**config.mk**
```make
export PLATFORM = sky130hd
export DESIGN_NAME = ram_programmer
export DESIGN_NICKNAME = d
export VERILOG_FILES = /design/src/rtl/ram_prog_pkg.sv /design/src/rtl/ram_prog_strobe_timer.sv /design/src/rtl/ram_programmer.sv
export SDC_FILE = /design/constraint.sdc
export NUM_CORES = 1
export LEC_CHECK = 0
export ABC_AREA = 1
export BUFFER_PORTS_ARGS = -buffer_cell sky130_fd_sc_hd__buf_2
export CORE_MARGIN = 3
export CORE_UTILIZATION = 37
export DETAILED_ROUTE_END_ITERATION = 16
export PLACE_DENSITY = 0.7
export SETUP_SLACK_MARGIN = 0.4
export SLEW_MARGIN = 20
export SYNTH_ARGS = -nofsm -noshare
export SYNTH_HDL_FRONTEND = slang
export SYNTH_SLANG_ARGS = --single-unit
```
**constraint.sdc**
```tcl
create_clock -name clk -period 1.4 [get_ports clk]
set_input_delay 0.28 -clock clk [delete_from_list [all_inputs] [get_ports clk]]
set_output_delay 0.28 -clock clk [all_outputs]
set_load 0.01 [all_outputs]
```
**src/rtl/ram_prog_pkg.sv**
```systemverilog
// Shared types and constants for the RAM programming sequencer.
// Holds the sequencer state encoding and the default RAM geometry.
package ram_prog_pkg;

    localparam int RAM_DEPTH             = 16;
    localparam int DEFAULT_ADDR_W        = 4;
    localparam int DEFAULT_DATA_W        = 8;
    localparam int DEFAULT_SETUP_CYCLES  = 1;
    localparam int DEFAULT_STROBE_CYCLES = 1;

    typedef enum logic [3:0] {
        IDLE,
        WAIT_BYTE,
        SETUP,
        STROBE,
        HOLD,
        FINISH,
        VERIFY_ADDR,
        VERIFY_READ,
        DONE
    } state_t;

    // A program image must hold at least one byte and fit in the RAM.
    function automatic bit length_legal(input int len, input int depth);
        return (len >= 1) && (len <= depth);
    endfunction

endpackage

```
**src/rtl/ram_prog_strobe_timer.sv**
```systemverilog
// Down-counter that times the SETUP and STROBE phases of one RAM write.
// Loading value N makes expired rise after N cycles in the loaded phase.
module ram_prog_strobe_timer #(
    parameter int CNT_W = 1
) (
    input  logic             clk,
    input  logic             clr,
    input  logic             load,
    input  logic [CNT_W-1:0] load_value,
    output logic             expired
);

    logic [CNT_W-1:0] cnt;

    always_ff @(posedge clk or posedge clr) begin
        if (clr) begin
            cnt <= '0;
        end else if (load) begin
            cnt <= load_value - CNT_W'(1);
        end else if (cnt != '0) begin
            cnt <= cnt - CNT_W'(1);
        end
    end

    assign expired = (cnt == '0);

endmodule

```
**src/rtl/ram_programmer.sv**
```systemverilog
// Sequencer that streams a byte image into the RAM manual-programming port.
// Define RAM_PROGRAMMER_VERIFY_EN to add read-back verification over the CPU bus.
module ram_programmer
    import ram_prog_pkg::*;
#(
    parameter int ADDR_W        = DEFAULT_ADDR_W,
    parameter int DATA_W        = DEFAULT_DATA_W,
    parameter int SETUP_CYCLES  = DEFAULT_SETUP_CYCLES,
    parameter int STROBE_CYCLES = DEFAULT_STROBE_CYCLES
) (
    input  logic              clk,
    input  logic              clr,
    input  logic              start,
    input  logic [ADDR_W:0]   length,
    input  logic              byte_valid,
    input  logic [DATA_W-1:0] byte_data,
    output logic              byte_ready,
    output logic              program_mode,
    output logic [ADDR_W-1:0] addr_in_manual,
    output logic [DATA_W-1:0] data_in_manual,
    output logic              load_manual,
    output logic              busy,
    output logic              done,
    output logic              error,
`ifdef RAM_PROGRAMMER_VERIFY_EN
    output logic [ADDR_W-1:0] addr_in,
    output logic              addr_en,
    output logic              dataout_en,
    input  logic [DATA_W-1:0] bus_data,
`endif
    output state_t            state_dbg
);

    localparam int DEPTH   = 1 << ADDR_W;
    localparam int MAX_CYC = (SETUP_CYCLES > STROBE_CYCLES) ? SETUP_CYCLES : STROBE_CYCLES;
    localparam int CNT_W   = $clog2(MAX_CYC + 1);

    state_t          state;
    logic [ADDR_W:0] remaining;
    logic            timer_load;
    logic [CNT_W-1:0] timer_value;
    logic            timer_expired;

`ifdef RAM_PROGRAMMER_VERIFY_EN
    logic [ADDR_W:0]   len_q;
    logic [DATA_W-1:0] shadow [DEPTH];
`endif

    // Byte handshake: byte_ready is high only in WAIT_BYTE, and a byte is
    // transferred on a rising clk edge where byte_valid && byte_ready.
    assign timer_load  = ((state == WAIT_BYTE) && byte_valid && byte_ready) ||
                         ((state == SETUP) && timer_expired);
    assign timer_value = (state == WAIT_BYTE) ? CNT_W'(SETUP_CYCLES) : CNT_W'(STROBE_CYCLES);

    ram_prog_strobe_timer #(
        .CNT_W (CNT_W)
    ) u_timer (
        .clk        (clk),
        .clr        (clr),
        .load       (timer_load),
        .load_value (timer_value),
        .expired    (timer_expired)
    );

    always_ff @(posedge clk or posedge clr) begin
        if (clr) begin
            state          <= IDLE;
            remaining      <= '0;
            byte_ready     <= 1'b0;
            program_mode   <= 1'b0;
            addr_in_manual <= '0;
            data_in_manual <= '0;
            load_manual    <= 1'b0;
            busy           <= 1'b0;
            done           <= 1'b0;
            error          <= 1'b0;
`ifdef RAM_PROGRAMMER_VERIFY_EN
            len_q          <= '0;
            addr_in        <= '0;
            addr_en        <= 1'b0;
            dataout_en     <= 1'b0;
`endif
        end else begin
            done <= 1'b0;
            case (state)
                IDLE: begin
                    if (start) begin
                        if (length_legal(int'(length), DEPTH)) begin
                            error          <= 1'b0;
                            addr_in_manual <= '0;
                            remaining      <= length;
                            program_mode   <= 1'b1;
                            byte_ready     <= 1'b1;
                            busy           <= 1'b1;
                            state          <= WAIT_BYTE;
`ifdef RAM_PROGRAMMER_VERIFY_EN
                            len_q          <= length;
`endif
                        end else begin
                            error <= 1'b1;
                        end
                    end
                end
                WAIT_BYTE: begin
                    if (byte_valid && byte_ready) begin
                        data_in_manual <= byte_data;
                        byte_ready     <= 1'b0;
                        state          <= SETUP;
                    end
                end
                SETUP: begin
                    if (timer_expired) begin
                        load_manual <= 1'b1;
                        state       <= STROBE;
                    end
                end
                STROBE: begin
                    if (timer_expired) begin
                        load_manual <= 1'b0;
                        state       <= HOLD;
                    end
                end
                HOLD: begin
                    remaining <= remaining - (ADDR_W+1)'(1);
                    if (remaining == (ADDR_W+1)'(1)) begin
                        state <= FINISH;
                    end else begin
                        // Address moves only here, while load_manual is low.
                        addr_in_manual <= addr_in_manual + ADDR_W'(1);
                        byte_ready     <= 1'b1;
                        state          <= WAIT_BYTE;
                    end
                end
                FINISH: begin
                    program_mode <= 1'b0;
`ifdef RAM_PROGRAMMER_VERIFY_EN
                    addr_in <= '0;
                    addr_en <= 1'b1;
                    state   <= VERIFY_ADDR;
`else
                    done  <= 1'b1;
                    busy  <= 1'b0;
                    state <= DONE;
`endif
                end
`ifdef RAM_PROGRAMMER_VERIFY_EN
                VERIFY_ADDR: begin
                    addr_en    <= 1'b0;
                    dataout_en <= 1'b1;
                    state      <= VERIFY_READ;
                end
                VERIFY_READ: begin
                    dataout_en <= 1'b0;
                    if (bus_data != shadow[addr_in]) begin
                        error <= 1'b1;
                        busy  <= 1'b0;
                        state <= DONE;
                    end else if ({1'b0, addr_in} == len_q - (ADDR_W+1)'(1)) begin
                        done  <= 1'b1;
                        busy  <= 1'b0;
                        state <= DONE;
                    end else begin
                        addr_in <= addr_in + ADDR_W'(1);
                        addr_en <= 1'b1;
                        state   <= VERIFY_ADDR;
                    end
                end
`endif
                DONE: begin
                    state <= IDLE;
                end
                default: begin
                    state <= IDLE;
                end
            endcase
        end
    end

`ifdef RAM_PROGRAMMER_VERIFY_EN
    // Shadow copy of the image, compared against the RAM during read-back.
    always_ff @(posedge clk) begin
        if ((state == WAIT_BYTE) && byte_valid && byte_ready) begin
            shadow[addr_in_manual] <= byte_data;
        end
    end
`endif

    assign state_dbg = state;

endmodule

```
# Word level (Yosys, flattened, before mapping)
# Index checks and enable logic that the tools add are counted.
[classes] n_addsub=3 n_lt_le_gt_ge=2 n_eq_ne=12 muxes=27 bitwise=1 reduce_logical=19
[ops] cell="$mux W4" count=8
[ops] cell="$pmux W4 S6" count=1
[ops] cell="$mux W1" count=10
[ops] cell="$mux W5" count=2
[ops] cell="$ne A2 B2 Y1 const B" count=5
[ops] cell="$pmux W5 S2" count=1
[ops] cell="$reduce_and A5 Y1" count=2
[ops] cell="$reduce_and A3 Y1" count=3
[ops] cell="$eq A4 B2 Y1 const B" count=2
[ops] cell="$eq A4 B3 Y1 const B" count=2
[ops] cell="$pmux W4 S2" count=1
[ops] cell="$reduce_bool A2 Y1" count=3
[ops] cell="$eq A5 B1 Y1 const B" count=1
[ops] cell="$ge A5 B1 Y1 const B" count=1
[ops] cell="$le A5 B5 Y1 const B" count=1
[ops] cell="$logic_and A1 B1 Y1" count=5
[ops] cell="$sub A5 B1 Y5 const B" count=1
[ops] cell="$add A4 B1 Y4 const B" count=1
[ops] cell="$eq A4 B1 Y1 const B" count=1
[ops] cell="$logic_not A4 Y1" count=1
[ops] cell="$pmux W1 S2" count=2
[ops] cell="$reduce_and A2 Y1" count=2
[ops] cell="$reduce_and A4 Y1" count=1
[ops] cell="$mux W3" count=1
[ops] cell="6 further kinds" count=6
[word_totals] reg_bits=27 inputBits=17 out_inout_bits=22 wordCells=74

# Longest topological paths before layout
[depth] depth_word=5 ltp_mapped=9 ltp_nobuf=9

# Hierarchy
# From an unflattened synthesis, not the netlist that was laid out.
[unflattened] hier_cells=186 hier_area_um2=1468.9
[by_module_without_submodules] module="ram_programmer" n_inst=1 cells_each=181 area_each_um2=1426.4 seq_area_each_um2=650.6
[by_module_without_submodules] module="ram_prog_strobe_timer" n_inst=1 cells_each=5 area_each_um2=42.5 seq_area_each_um2=25.0

# Least setup slack after synthesis
# No wires, ideal clock.
[synth_path] kind="flip-flop to flip-flop" from="register state[2] (netlist: state_dbg[2])" to="register addr_in_manual[2]" arrival_ps=1191 slack_ps=89 stages_incl_launch_ff=9 synth_period_minus_slack_ps=1311 cell_sequence="dfrtp_1 > nor2_2 > inv_2 > nor2_2 > nand2_2 > nor2_4 > nor2_4 > nand2_1 > o21ai_1"
[synth_via] elab_chain_cells=3 word_cells_on_any_way=8
[synth_rtl] element="start, declared" line="ram_programmer.sv:38" source="state_t state;"
[synth_rtl] element="start signal, assigned" line="ram_programmer.sv:67" source="state <= IDLE;"
[synth_rtl] element="start signal, assigned" line="ram_programmer.sv:95" source="state <= WAIT_BYTE;"
[synth_rtl] element="start signal, assigned" line="ram_programmer.sv:108" source="state <= SETUP;"
[synth_rtl] element="$eq A4 B3 Y1 or $logic_not A4 Y1 (tied branches)" line="ram_programmer.sv:85" source="case (state)"
[synth_rtl] element="$ne A2 B2 Y1 (no source line) or $reduce_bool A2 Y1 (tied branches)"
[synth_rtl] element="$reduce_and A4 Y1 (no source line)"
[synth_rtl] element="end signal, assigned" line="ram_programmer.sv:129" source="addr_in_manual <= addr_in_manual + ADDR_W'(1);"
[synth_rtl] element="end, declared" line="ram_programmer.sv:19" source="output logic [ADDR_W-1:0] addr_in_manual,"
# Several ways; a longest one is shown, not always the timed one.
# A chain may end at the register's enable or synchronous reset.

# Final worst setup path
[layout_path] from="register state[3] (netlist: state_dbg[3])" to="register data_in_manual[6]"
[layout_via] elab_chain_cells=2
[layout_rtl] element="$eq A4 B1 Y1" line="ram_programmer.sv:85"
[layout_rtl] element="$reduce_and A2 Y1 (no source line)"
[layout_rtl] element="end signal, assigned" line="ram_programmer.sv:106" source="data_in_manual <= byte_data;"
[layout_rtl] element="end, declared" line="ram_programmer.sv:20" source="output logic [DATA_W-1:0] data_in_manual,"
# Every way passes these cells.

==> results.cfg <==
[yosys]
synth_area_leader_cell = dfrtp_1
synth.area.mux_share_pct = 0
synthSimpleGateAreaFrac_pct = 30.78
synth_top_family_by_area = simple AND/OR/NAND/NOR gates
ys_seq_elements = 26
synth_xor_area_share_pct = 1.264
avgSynthCellArea_um2 = 8.107
synthTopCellsByArea = dfrtp_1 47%, nand2_1 14%, inv_1 5.4%
ys_warn_count = 0
syn_area_um2 = 1386
synth_compound_area_share_pct = 9.928
synth_cells = 171
ys_types = 23
synthAdderAreaFrac_pct = 2.708
netlist.area_leader.share_pct = 46.93
mappedNetlistNets = 191
ys_seq_area_share_pct = 46.93

[die]
core_area_um2 = 3468
dieArea_um2 = 4517
num_io_pins = 39
start_util_pct = 39.97
fp.dieW_um = 67.21
die_h_um = 67.21
rows = 21

[critical_path]
critPathCapture = data_in_manual[6]
ff2ff_path_depth = 6
cp.required_ns = 1.57
cp_max_fo = 8
worstSetupPathType = flop to flop
r2r_slack_ns = 0.1
cp_slowest_cell = dfrtp_2
slowest_delay_ns = 0.45
critPathLaunchType = flop
end_kind = flop
path_cells = inv_2 > nand2_4 > nor3_4 > nand3_4 > nand2_1 > o21ai_2
cp_num_buf_inv = 1
rr_startpoint = state_dbg[3]
startpoint = state_dbg[3]
worst-path-stages = 6
crit_family = simple AND/OR/NAND/NOR gates
r2r-end = data_in_manual[6]
arrival_ns = 1.47

[sta]
rsz0062_at_grt = yes
finalHoldViolations = 0
maxSlewViolCount = 0
setup_viol = 0
min_period_ns = 1.301
period_share_pct = 92.90
finClkSkew_ns = 0.002386
tightest_slew_ns = 0.3245
max_slew_margin_pct = 78.37
tns_ns = 0
max_freq_mhz = 768.9

[cells_and_area]
n_antenna_cell = 0
drive_gt1_share_pct = 52.07
area_delta_synth_final_pct = 51.71
fin_cells = 288
final_core_util_pct = 60.64
final_nets = 263

[detailed_routing]
vias_per_cell = 4.597
first_pass_iters = 4
routed_wl_um = 3255
drc = 0
post_drt_wl_per_cell_um = 11.30
antenna_left = 0
vias = 1324
first_iter_violations = 57

[clocking]
cts_root_buffer = clkbuf_8
h-tree-depth = 1
clockBufferDepth = 2
cts.sinks = 26
cts_made_buffers = 3
path_clk_slew_ns = 0.08
clk_latency_ns = 0.27
cts_tree = done

[place]
portBuffers = 38
globalplace.congestion = 0.8411
place_inst = 258
place_hpwl_um = 2082

[run_status]
run_status = finished, final reports clean

[global_routing]
grt_pass1_wl_um = 5016
grtUsageTotal_pct = 14.92
overflow = 0
grt_max_degree = 27
grt_pass1_vias = 1105
antenna_found_initial = 0

[hold_path]
hold_path_class = primary input to asynchronous set/reset pin

[run]
drv_cap = 0

[power]
power.total_mw = 4.432
power_density_nw_per_um2 = 2107
power_leakage_nw = 1.130
peakVddDrop_mv = 1.125
-- cell usage after synthesis (all sizes together) --
| cell type | number |
|---|---|
| nand2 | 59 |
| dfrtp | 26 |
| inv | 26 |
| o21ai | 19 |
| nor2 | 18 |
| nand3 | 9 |
| nor3 | 4 |
| ha | 3 |
| buf | 2 |
| a21o | 1 |
| a21oi | 1 |
| nand4 | 1 |
| xnor2 | 1 |
| xor2 | 1 |
-- cells in the final DEF, fill, tap and decap left out, types with 4 or more instances in the layout --
| cell | synthesis | routed |
|---|---|---|
| inv_2 | 6 | 6 |
| dfrtp_1 | 26 | 22 |
| nor2_1 | 11 | 7 |
| o21ai_1 | 6 | 5 |
| nand3_1 | 8 | 7 |
| inv_1 | 20 | 18 |
| nand2_4 | 0 | 4 |
| dfrtp_2 | 0 | 4 |
| buf_4 | 1 | 27 |
| nand2_1 | 53 | 45 |
| o21ai_0 | 5 | 5 |
| buf_2 | 0 | 30 |
| buf_6 | 1 | 11 |
| o21ai_2 | 8 | 9 |
| nor2_4 | 2 | 8 |
| nand2_2 | 6 | 10 |
| clkbuf_8 | 0 | 4 |
-- power by group --
group / total, mW / leakage [nW] / switching, mW / internal [mW]
Sequential: 1.30 / 0.324 / 0.232 / 1.06
Clock: 0.475 / 0.0288 / 0.224 / 0.251
Combinational: 2.66 / 0.777 / 1.42 / 1.24
Total: 4.43 / 1.13 / 1.87 / 2.56
-- layout make-up --
type	count	area, um^2
well taps	46	57.56
flip-flops and latches	26	655.6
multi-input cells	118	755.7
inverters	26	102.6
fillers	297	1365
clock buffers	4	55.05
repair buffers	68	476.7
-- routing by layer --
layer	track usage (%)	part of all wire, %	vias to the layer above
li1	-	-	679
met1	20.40	44	619
met2	22.33	51	20
met3	3.661	3.2	6
met4	6.582	1.8	0
met5	0	0	-
-- worst min-delay path by stage --
stage,to,cells after the start
5_1_grt,data_in_manual[5],3
6_report,data_in_manual[6],3
3_3_place_gp,addr_in_manual[1],3
3_5_place_dp,addr_in_manual[2],3
2_1_floorplan,addr_in_manual[0],1
4_1_cts,addr_in_manual[2],3
-- worst register-to-register path: stages, from the launching register on --
cell and delay (ns):
dfrtp_2 0.45, inv_2 0.08, nand2_4 0.07, nor3_4 0.25
nand3_4 0.18, nand2_1 0.12, o21ai_2 0.05
-- stage by stage --
step | hold WS, ns | area, um^2 | setup WS, ns
4_1_cts | 0.05187 | 1982 | 0.1138
5_1_grt | 0.05350 | 2103 | 0.01252
3_5_place_dp | 0.3488 | 1692 | 0.08532
6_report | 0.04204 | 2103 | 0.09947
3_3_place_gp | 0.3484 | 1692 | 0.1266
2_1_floorplan | 0.3198 | 1425 | 0.1447
-- kinds of logic (layout without fill, tap and decap cells) --
family          Yosys count  in the layout
xor+xnor                  2              2
compound gates           21             21
simple gates             91             92
flops                    26             26
buf+inv                  28             98
fa+ha+maj                 3              3
-- state kept, by name, summed over array words and instances (netlist names) --
signal,count
done,1
error,1
addr_in_manual,4
load_manual,1
remaining,5
busy,1
data_in_manual,8
byte_ready,1
state_dbg,4
-- timing repair --
item	in CTS	in global routing
pin swaps	7	3
hold buffers	0	0
setup endpoints to repair	47	48
cloned	1	0
setup buffers	18	7
gates resized for setup	20	18
Note: power is estimated with default switching activity, not from simulation.
